File: src/rtl/cpu_pkg.sv
// Shared CPU datapath constants: destination codes, status flag bit positions, reset values.
package cpu_pkg;

    localparam logic [2:0] DST_A    = 3'b000;
    localparam logic [2:0] DST_F    = 3'b001;
    localparam logic [2:0] DST_M    = 3'b010;
    localparam logic [2:0] DST_SP   = 3'b011;
    localparam logic [2:0] DST_X    = 3'b100;
    localparam logic [2:0] DST_Y    = 3'b101;
    localparam logic [2:0] DST_NONE = 3'b110;

    localparam int FLAG_N = 7;
    localparam int FLAG_V = 6;
    localparam int FLAG_U = 5;
    localparam int FLAG_B = 4;
    localparam int FLAG_D = 3;
    localparam int FLAG_I = 2;
    localparam int FLAG_Z = 1;
    localparam int FLAG_C = 0;

    localparam logic [7:0] SP_RESET_DEF = 8'hFD;
    localparam logic [7:0] F_RESET_DEF  = 8'h24;

    typedef enum logic {
        ST_IDLE     = 1'b0,
        ST_MEM_WAIT = 1'b1
    } store_state_e;

    // Unused bit 5 of the status register reads as 1.
    function automatic logic [7:0] f_fix_u(input logic [7:0] f);
        logic [7:0] r;
        r         = f;
        r[FLAG_U] = 1'b1;
        return r;
    endfunction

endpackage

File: src/rtl/mem_store_port.sv
// Memory store port: latches address/data on start and holds req until ack (min 2 cycles).
// Busy from the start edge until the ack edge; new starts must be gated by ~o_busy upstream.
module mem_store_port
    import cpu_pkg::*;
(
    input  logic        clk,
    input  logic        rst_n,
    input  logic        i_start,
    input  logic [15:0] i_addr,
    input  logic [7:0]  i_data,
    input  logic        i_ack,
    output logic        o_req,
    output logic [15:0] o_addr,
    output logic [7:0]  o_data,
    output logic        o_busy
);

    store_state_e r_state;
    store_state_e w_next;
    logic [15:0]  r_addr;
    logic [7:0]   r_data;

    always_ff @(posedge clk or negedge rst_n) begin
        if (!rst_n) begin
            r_state <= ST_IDLE;
            r_addr  <= '0;
            r_data  <= '0;
        end else begin
            r_state <= w_next;
            if (i_start && r_state == ST_IDLE) begin
                r_addr <= i_addr;
                r_data <= i_data;
            end
        end
    end

    always_comb begin
        w_next = r_state;
        case (r_state)
            ST_IDLE:     if (i_start) w_next = ST_MEM_WAIT;
            ST_MEM_WAIT: if (i_ack)   w_next = ST_IDLE;
            default:     w_next = ST_IDLE;
        endcase
    end

    // req is a pure decode of state so an async reset drops it at once.
    assign o_busy = (r_state == ST_MEM_WAIT);
    assign o_req  = o_busy;
    assign o_addr = r_addr;
    assign o_data = r_data;

endmodule

File: src/rtl/alu_writeback.sv
// ALU write-back: owns A/X/Y/SP/F, 1-cycle write latency; stores to M stall wb_ready until mem ack.
module alu_writeback
    import cpu_pkg::*;
#(
    parameter logic [7:0] SP_RESET = SP_RESET_DEF,
    parameter logic [7:0] F_RESET  = F_RESET_DEF
) (
    input  logic        clk,
    input  logic        rst_n,
    input  logic        wb_valid,
    output logic        wb_ready,
    input  logic [2:0]  wb_select,
    input  logic [7:0]  wb_data,
    input  logic [15:0] wb_addr,
    input  logic [7:0]  flag_mask,
    input  logic [7:0]  alu_flags,
    input  logic        sp_inc,
    input  logic        sp_dec,
    output logic        mem_wr_req,
    output logic [15:0] mem_wr_addr,
    output logic [7:0]  mem_wr_data,
    input  logic        mem_wr_ack,
    output logic [7:0]  reg_a,
    output logic [7:0]  reg_f,
    output logic [7:0]  reg_sp,
    output logic [7:0]  reg_x,
    output logic [7:0]  reg_y
);

    logic [7:0] r_a, r_x, r_y, r_sp, r_f;
    logic       w_accept;
    logic       w_busy;
    logic [7:0] w_f_next;
    logic [7:0] w_sp_next;

    assign wb_ready = ~w_busy;
    assign w_accept = wb_valid & wb_ready;

    mem_store_port u_store (
        .clk     (clk),
        .rst_n   (rst_n),
        .i_start (w_accept && wb_select == DST_M),
        .i_addr  (wb_addr),
        .i_data  (wb_data),
        .i_ack   (mem_wr_ack),
        .o_req   (mem_wr_req),
        .o_addr  (mem_wr_addr),
        .o_data  (mem_wr_data),
        .o_busy  (w_busy)
    );

    // A direct F write overrides the mask; every other accepted op merges flags.
    always_comb begin
        w_f_next = r_f;
        if (w_accept) begin
            if (wb_select == DST_F) w_f_next = f_fix_u(wb_data);
            else                    w_f_next = f_fix_u((r_f & ~flag_mask) | (alu_flags & flag_mask));
        end
    end

    always_comb begin
        w_sp_next = r_sp;
        if (w_accept && wb_select == DST_SP) w_sp_next = wb_data;
        else if (sp_inc && !sp_dec)          w_sp_next = r_sp + 8'd1;
        else if (sp_dec && !sp_inc)          w_sp_next = r_sp - 8'd1;
    end

    always_ff @(posedge clk or negedge rst_n) begin
        if (!rst_n) begin
            r_a  <= '0;
            r_x  <= '0;
            r_y  <= '0;
            r_sp <= SP_RESET;
            r_f  <= f_fix_u(F_RESET);
        end else begin
            r_sp <= w_sp_next;
            r_f  <= w_f_next;
            if (w_accept) begin
                case (wb_select)
                    DST_A:   r_a <= wb_data;
                    DST_X:   r_x <= wb_data;
                    DST_Y:   r_y <= wb_data;
                    default: ;
                endcase
            end
        end
    end

    assign reg_a  = r_a;
    assign reg_x  = r_x;
    assign reg_y  = r_y;
    assign reg_sp = r_sp;
    assign reg_f  = r_f;

endmodule

File: config.mk
export PLATFORM = sky130hd
export DESIGN_NAME = alu_writeback
export DESIGN_NICKNAME = d
export VERILOG_FILES = /design/src/rtl/cpu_pkg.sv /design/src/rtl/mem_store_port.sv /design/src/rtl/alu_writeback.sv
export SDC_FILE = /design/constraint.sdc
export NUM_CORES = 1
export LEC_CHECK = 0
export CAP_MARGIN = 0
export CELL_PAD_IN_SITES_DETAIL_PLACEMENT = 0
export CELL_PAD_IN_SITES_GLOBAL_PLACEMENT = 2
export CORE_UTILIZATION = 27
export DETAILED_ROUTE_END_ITERATION = 10
export GPL_ROUTABILITY_DRIVEN = 0
export HOLD_SLACK_MARGIN = 0.03
export MAX_ROUTING_LAYER = met4
export PLACE_DENSITY = 0.76
export SKIP_LAST_GASP = 1
export SLEW_MARGIN = 20
export SYNTH_ARGS = -nofsm -noshare
export SYNTH_HDL_FRONTEND = slang
export SYNTH_SLANG_ARGS = --single-unit
File: constraint.sdc
create_clock -name clk -period 2.07 [get_ports clk]
set_input_delay 0.414 -clock clk [delete_from_list [all_inputs] [get_ports clk]]
set_output_delay 0.414 -clock clk [all_outputs]
set_load 0.005 [all_outputs]
* Yosys cells after proc, flatten, opt, wreduce, memory -nomap -nowiden
Cells that the tools add are included.
Operators by class: add/sub/neg operators 2, equality and inequality tests 5, multiplexer cells 7, bitwise gates (word level) 6, reductions and logical operators 12
Operators by type and width (number):
- two-way mux 8 bit | 4
- bitwise AND 8 bit | 2
- adder 8 x 1 -> 8 bit, second input constant | 1
- NOT 8 bit | 1
- OR 8 bit | 1
- subtractor 8 x 1 -> 8 bit, second input constant | 1
- equality test 3 x 2 -> 1 bit, second input constant | 2
- equality test 3 bit, second input constant | 2
- AND reduction 2 bit | 3
- logical AND 1 bit | 5
- equality test 3 x 1 -> 1 bit, second input constant | 1
- zero test 3 bit | 1
- nonzero test 3 bit | 1
- zero test 1 bit | 2
- two-way mux 1 bit | 2
- case mux 1 bit (2 select lines) | 1
- bitwise AND 1 bit | 1
- NOT 1 bit | 1
Storage, ports and cells: register bits after elaboration 65, input bits 49, output and inout bits 66, logic and storage cells 40

* Longest topological paths before layout
depth after elaboration 5, gate-level depth with buffers 8, mapped depth without buffers 8

* Hierarchy
A second synthesis with hierarchy kept.
Unflattened totals: cell total of the unflattened synthesis 240, area total of the unflattened synthesis 3041.7 um2
Modules (own cells, without submodules):
- alu_writeback | times used 1, cells each 184, area each 2015.7 um2, seq. area each 985.9 um2
- mem_store_port | times used 1, cells each 56, area each 1026.0 um2, seq. area each 625.6 um2

* Worst setup path after synthesis
OpenSTA, ideal clock, no wires.
path kind input -> register, start input sp_dec, end register r_sp[6], in the netlist reg_sp[6], setup time 0.095 ns, data arrival time 1.953 ns, data required time 1.975 ns, setup slack 0.021 ns, stages 8, path buffers 0, cells stage by stage nand2b_1 fa_1 a21o_1 a21oi_1 o21bai_1 a21oi_1 xor2_1 a31oi_1
On the way: longest elaborated chain between the ends 4, elaborated cells between the ends (all ways) 6, those cells by class mux (2); reduce/logical (4)
RTL lines:
- from (decl) | RTL line alu_writeback.sv:18 | input logic sp_dec,
- zero test 1 bit | RTL line alu_writeback.sv:64 | else if (sp_inc && !sp_dec) w_sp_next = r_sp + 8'd1;
- logical AND 1 bit | RTL line alu_writeback.sv:64
- two-way mux 8 bit | RTL line alu_writeback.sv:64
- two-way mux 8 bit | RTL line alu_writeback.sv:63 | if (w_accept && wb_select == DST_SP) w_sp_next = wb_data;
- to (signal assigned) | RTL line alu_writeback.sv:76 | r_sp <= w_sp_next;
- to (decl) | RTL line alu_writeback.sv:30 | logic [7:0] r_a, r_x, r_y, r_sp, r_f;
Several ways; a longest one is shown, not always the timed one. A chain may end at the register's enable or synchronous reset.

* Final worst setup path
start input sp_dec, end register r_sp[7], in the netlist reg_sp[7]
The elaborated chain is that of the path after synthesis.

==> flow_summary.ini <==
[die]
die-area_mm2 = 0.0112
core_area_mm2 = 0.0104
pin_count = 115
row_count = 37
chipWidth_um = 106
fp.dieH_um = 106
initial_utilization = 0.280

[finish]
n_fill_cell = 962
insertedDiodeCount = 0
finalCoreUtilization = 0.444
most_frequent_standard_cell_in_the_layout_excluding_fill_and_tap_cells = clkdlybuf4s50_1
fin_area_mm2 = 0.00463
final_cell_count_no_fill = 506
layout_net_count = 422
layout_common_cells = 109 x clkdlybuf4s50_1, 56 x dfrtp_1, 49 x mux2_2, 21 x buf_4, 19 x o21ai_0
regArea_mm2 = 0.00161
layout-drive-gt1-share = 0.300
area_occupied_by_multi_input_gates_mm2 = 0.00129
area_delta_synth_final_pct = 58.5

[synthesis]
syn-mean-instance-area_um2 = 12.8
synthDistinctLibCells = 34
synth_area_leaders = dfrtp_1 48%, mux2_2 19%, dfstp_2 7.2%
cell_area_synth_mm2 = 0.00292
synth_top_area_cell = dfrtp_1
synth_seq_area_share = 0.552
number_of_nets_produced_by_synthesis = 285
synth.top_cell.area_share = 0.480
flops_latches_synth = 64
ys.warnings.count = 0
synth_cells = 228

[timing]
final-hold-violation-count = 0
finalCritPeriodShare = 0.965
number_of_setup_violations_in_the_final_report = 0
grt_setup_unrepaired = false
finalCriticalPeriod_ns = 2.00
finalClockSkew_ns = 0.00940
max_freq_mhz = 501
setup_slack_ns = 0.0732
report.final.slew_viol_count = 0
fin_hold_ws_ns = 0.0700

[global_route]
number_of_global_route_vias_before_repair = 2405
grtUsageTotal = 0.150
largest_net_degree_at_the_start_of_global_routing = 65
number_of_antenna_violations_at_the_first_check_in_global_routing = 0
aggregate_global_routing_overflow = 0
grt_pass1_wl_mm = 12.4

[clock_network]
cts-root-to-sink-buffers = 2
worst_setup_hold_path_clk_slew_ns = 0.08
tritoncts.num_buffers = 9
tritoncts = done
post_cts_hold_buffer_count = 0
numClockSinks = 64
cts.htree.levels = 3
cts-root-buf = clkbuf_8
clock_latency_reported_for_the_late_side_of_the_worst_skew_pair_ns = 0.34

[setup_path]
timing.critical_path.from_type = primary input
critical_path.slowest_cell = clkdlybuf4s50_1
timing.critical_path.cells = clkdlybuf4s50_1 > nand2b_4 > ha_1 > o211ai_1 > o21ai_2 > a31oi_1 > mux2i_1 > xnor2_1 > a21oi_1
critical_path.top_delay_family = compound AO/OA/AOI/OAI gates
max_stage_delay_ns = 0.42
timing.critical_path.arrival_ns = 2.27
path_buf_inv = 1
worst-path-max-fanout = 6
timing.critical_path.to_type = register
worstSetupPathType = in2reg
critPathRequiredTime_ns = 2.34
reg2reg_slack_ns = 0.30

[routing]
routed_wl_mm = 7.61
dr_total_vias = 2256
detail_route.vias_per_cell = 4.46
drt-pass1-iter-count = 4
ant_nets = 0
drt-wirelength-per-cell_um = 15.0
detailedRoute.firstIterationViolations = 49
number_of_remaining_drc_errors = 0

[place]
dpl_cell_area_mm2 = 0.00435
port_buffers = 111
placedCellCount = 489
place_ws_ns = -0.504
hpwlAfterDp_mm = 5.54

[power]
vdd_ir_drop_max_v = 0.000407
power.static_leakage_nw = 1.97
pwr_density_cell_mw_per_mm2 = 1080

[run]
maxCapViolCount = 0

[worst_hold_path]
hold_class = in2async

[run_status]
outcome = finished, final reports clean
path summary, 6_finish.rpt:
kind / to / start / cells past startpoint
worst max-delay path: reg_sp[7] / sp_dec / 9
worst min-delay path: u_store.o_addr[11] / rst_n / 2
worst max register to register: reg_sp[7] / reg_sp[1] / 7
worst min register to register: u_store.o_addr[6] / u_store.o_addr[6] / 1
max in group asynchronous: reg_sp[2] / rst_n / 2
min in group clk: u_store.o_addr[6] / u_store.o_addr[6] / 1
report_power, final:
group	switching (W)	total (W)	leakage, nW	internal, W
combinational	0.000659	0.00193	1.10	0.00127
sequential	0.000239	0.00188	0.762	0.00164
clock	0.000492	0.00120	0.106	0.000709
metrics by stage:
stage	TNS (ns)	power [W]
after floorplan	0	0.00262
after global placement	-1.73	0.00371
final	0	0.00501
after detailed placement	-1.99	0.00375
after CTS	0	0.00503
after global routing	0	0.00536
cells in the mapped netlist:
cell	n
and2b_2	1
nand2_1	6
nor4_4	1
dfrtp_1	56
buf_4	2
nor2_1	16
ha_1	7
nand3b_4	1
conb_1	1
xnor2_1	5
fa_1	1
o21ai_1	1
dfstp_2	8
mux2_2	49
nor2_4	1
a211oi_1	1
xor2_1	2
inv_1	2
o21bai_1	1
clkbuf_1	2
buf_6	2
a31oi_1	2
nor3b_4	1
nand4_2	1
nand3_1	1
and2_0	1
mux2i_1	2
buf_2	3
a21oi_1	18
o211ai_1	1
o21ai_0	19
and3_1	7
nand2b_1	3
a21o_1	3
metal layers:
layer | track usage | share of wire
met3 | 0.0490 | 0.065
met2 | 0.222 | 0.46
met4 | 0.0575 | 0.015
met5 | - | 0
met1 | 0.189 | 0.46
cell type report:
cell class              count  area share
repair buffers            135       0.286
multi-input cells         153       0.279
inverters                   2     0.00162
clock inverters             5      0.0173
clock buffers              11      0.0305
flip-flops and latches     64       0.348
well taps                 136      0.0368
worst register-to-register path, stage by stage, from the launching register on:
cell and delay, ns:
dfrtp_1 0.46, ha_4 0.28, a211oi_2 0.25, o21ai_2 0.11, a31oi_1 0.17, mux2i_1 0.24
xnor2_1 0.14, a21oi_1 0.08
what timing repair did:
action / CTS / global route
resized for setup: 3 / 7
buffers inserted: 1 / 0
gates cloned: 0 / 0
pin swaps: 2 / 4
setup endpoints to repair: 3 / 3
cells by family (layout without fill, tap and decap cells):
group                    count (synthesis)  in the layout  share of synthesized area
multiplexers                            51             51                      0.196
adder cells (fa/ha/maj)                  8              8                     0.0368
flip-flops                              64             64                      0.552
other                                    1              1                    0.00128
XOR/XNOR                                 7              7                     0.0210
AO/OA/AOI/OAI                           46             46                     0.0848
AND/OR/NAND/NOR                         40             40                     0.0853
buffers and inverters                   11            153                     0.0231
No activity file was read; power rests on OpenSTA's default activity.
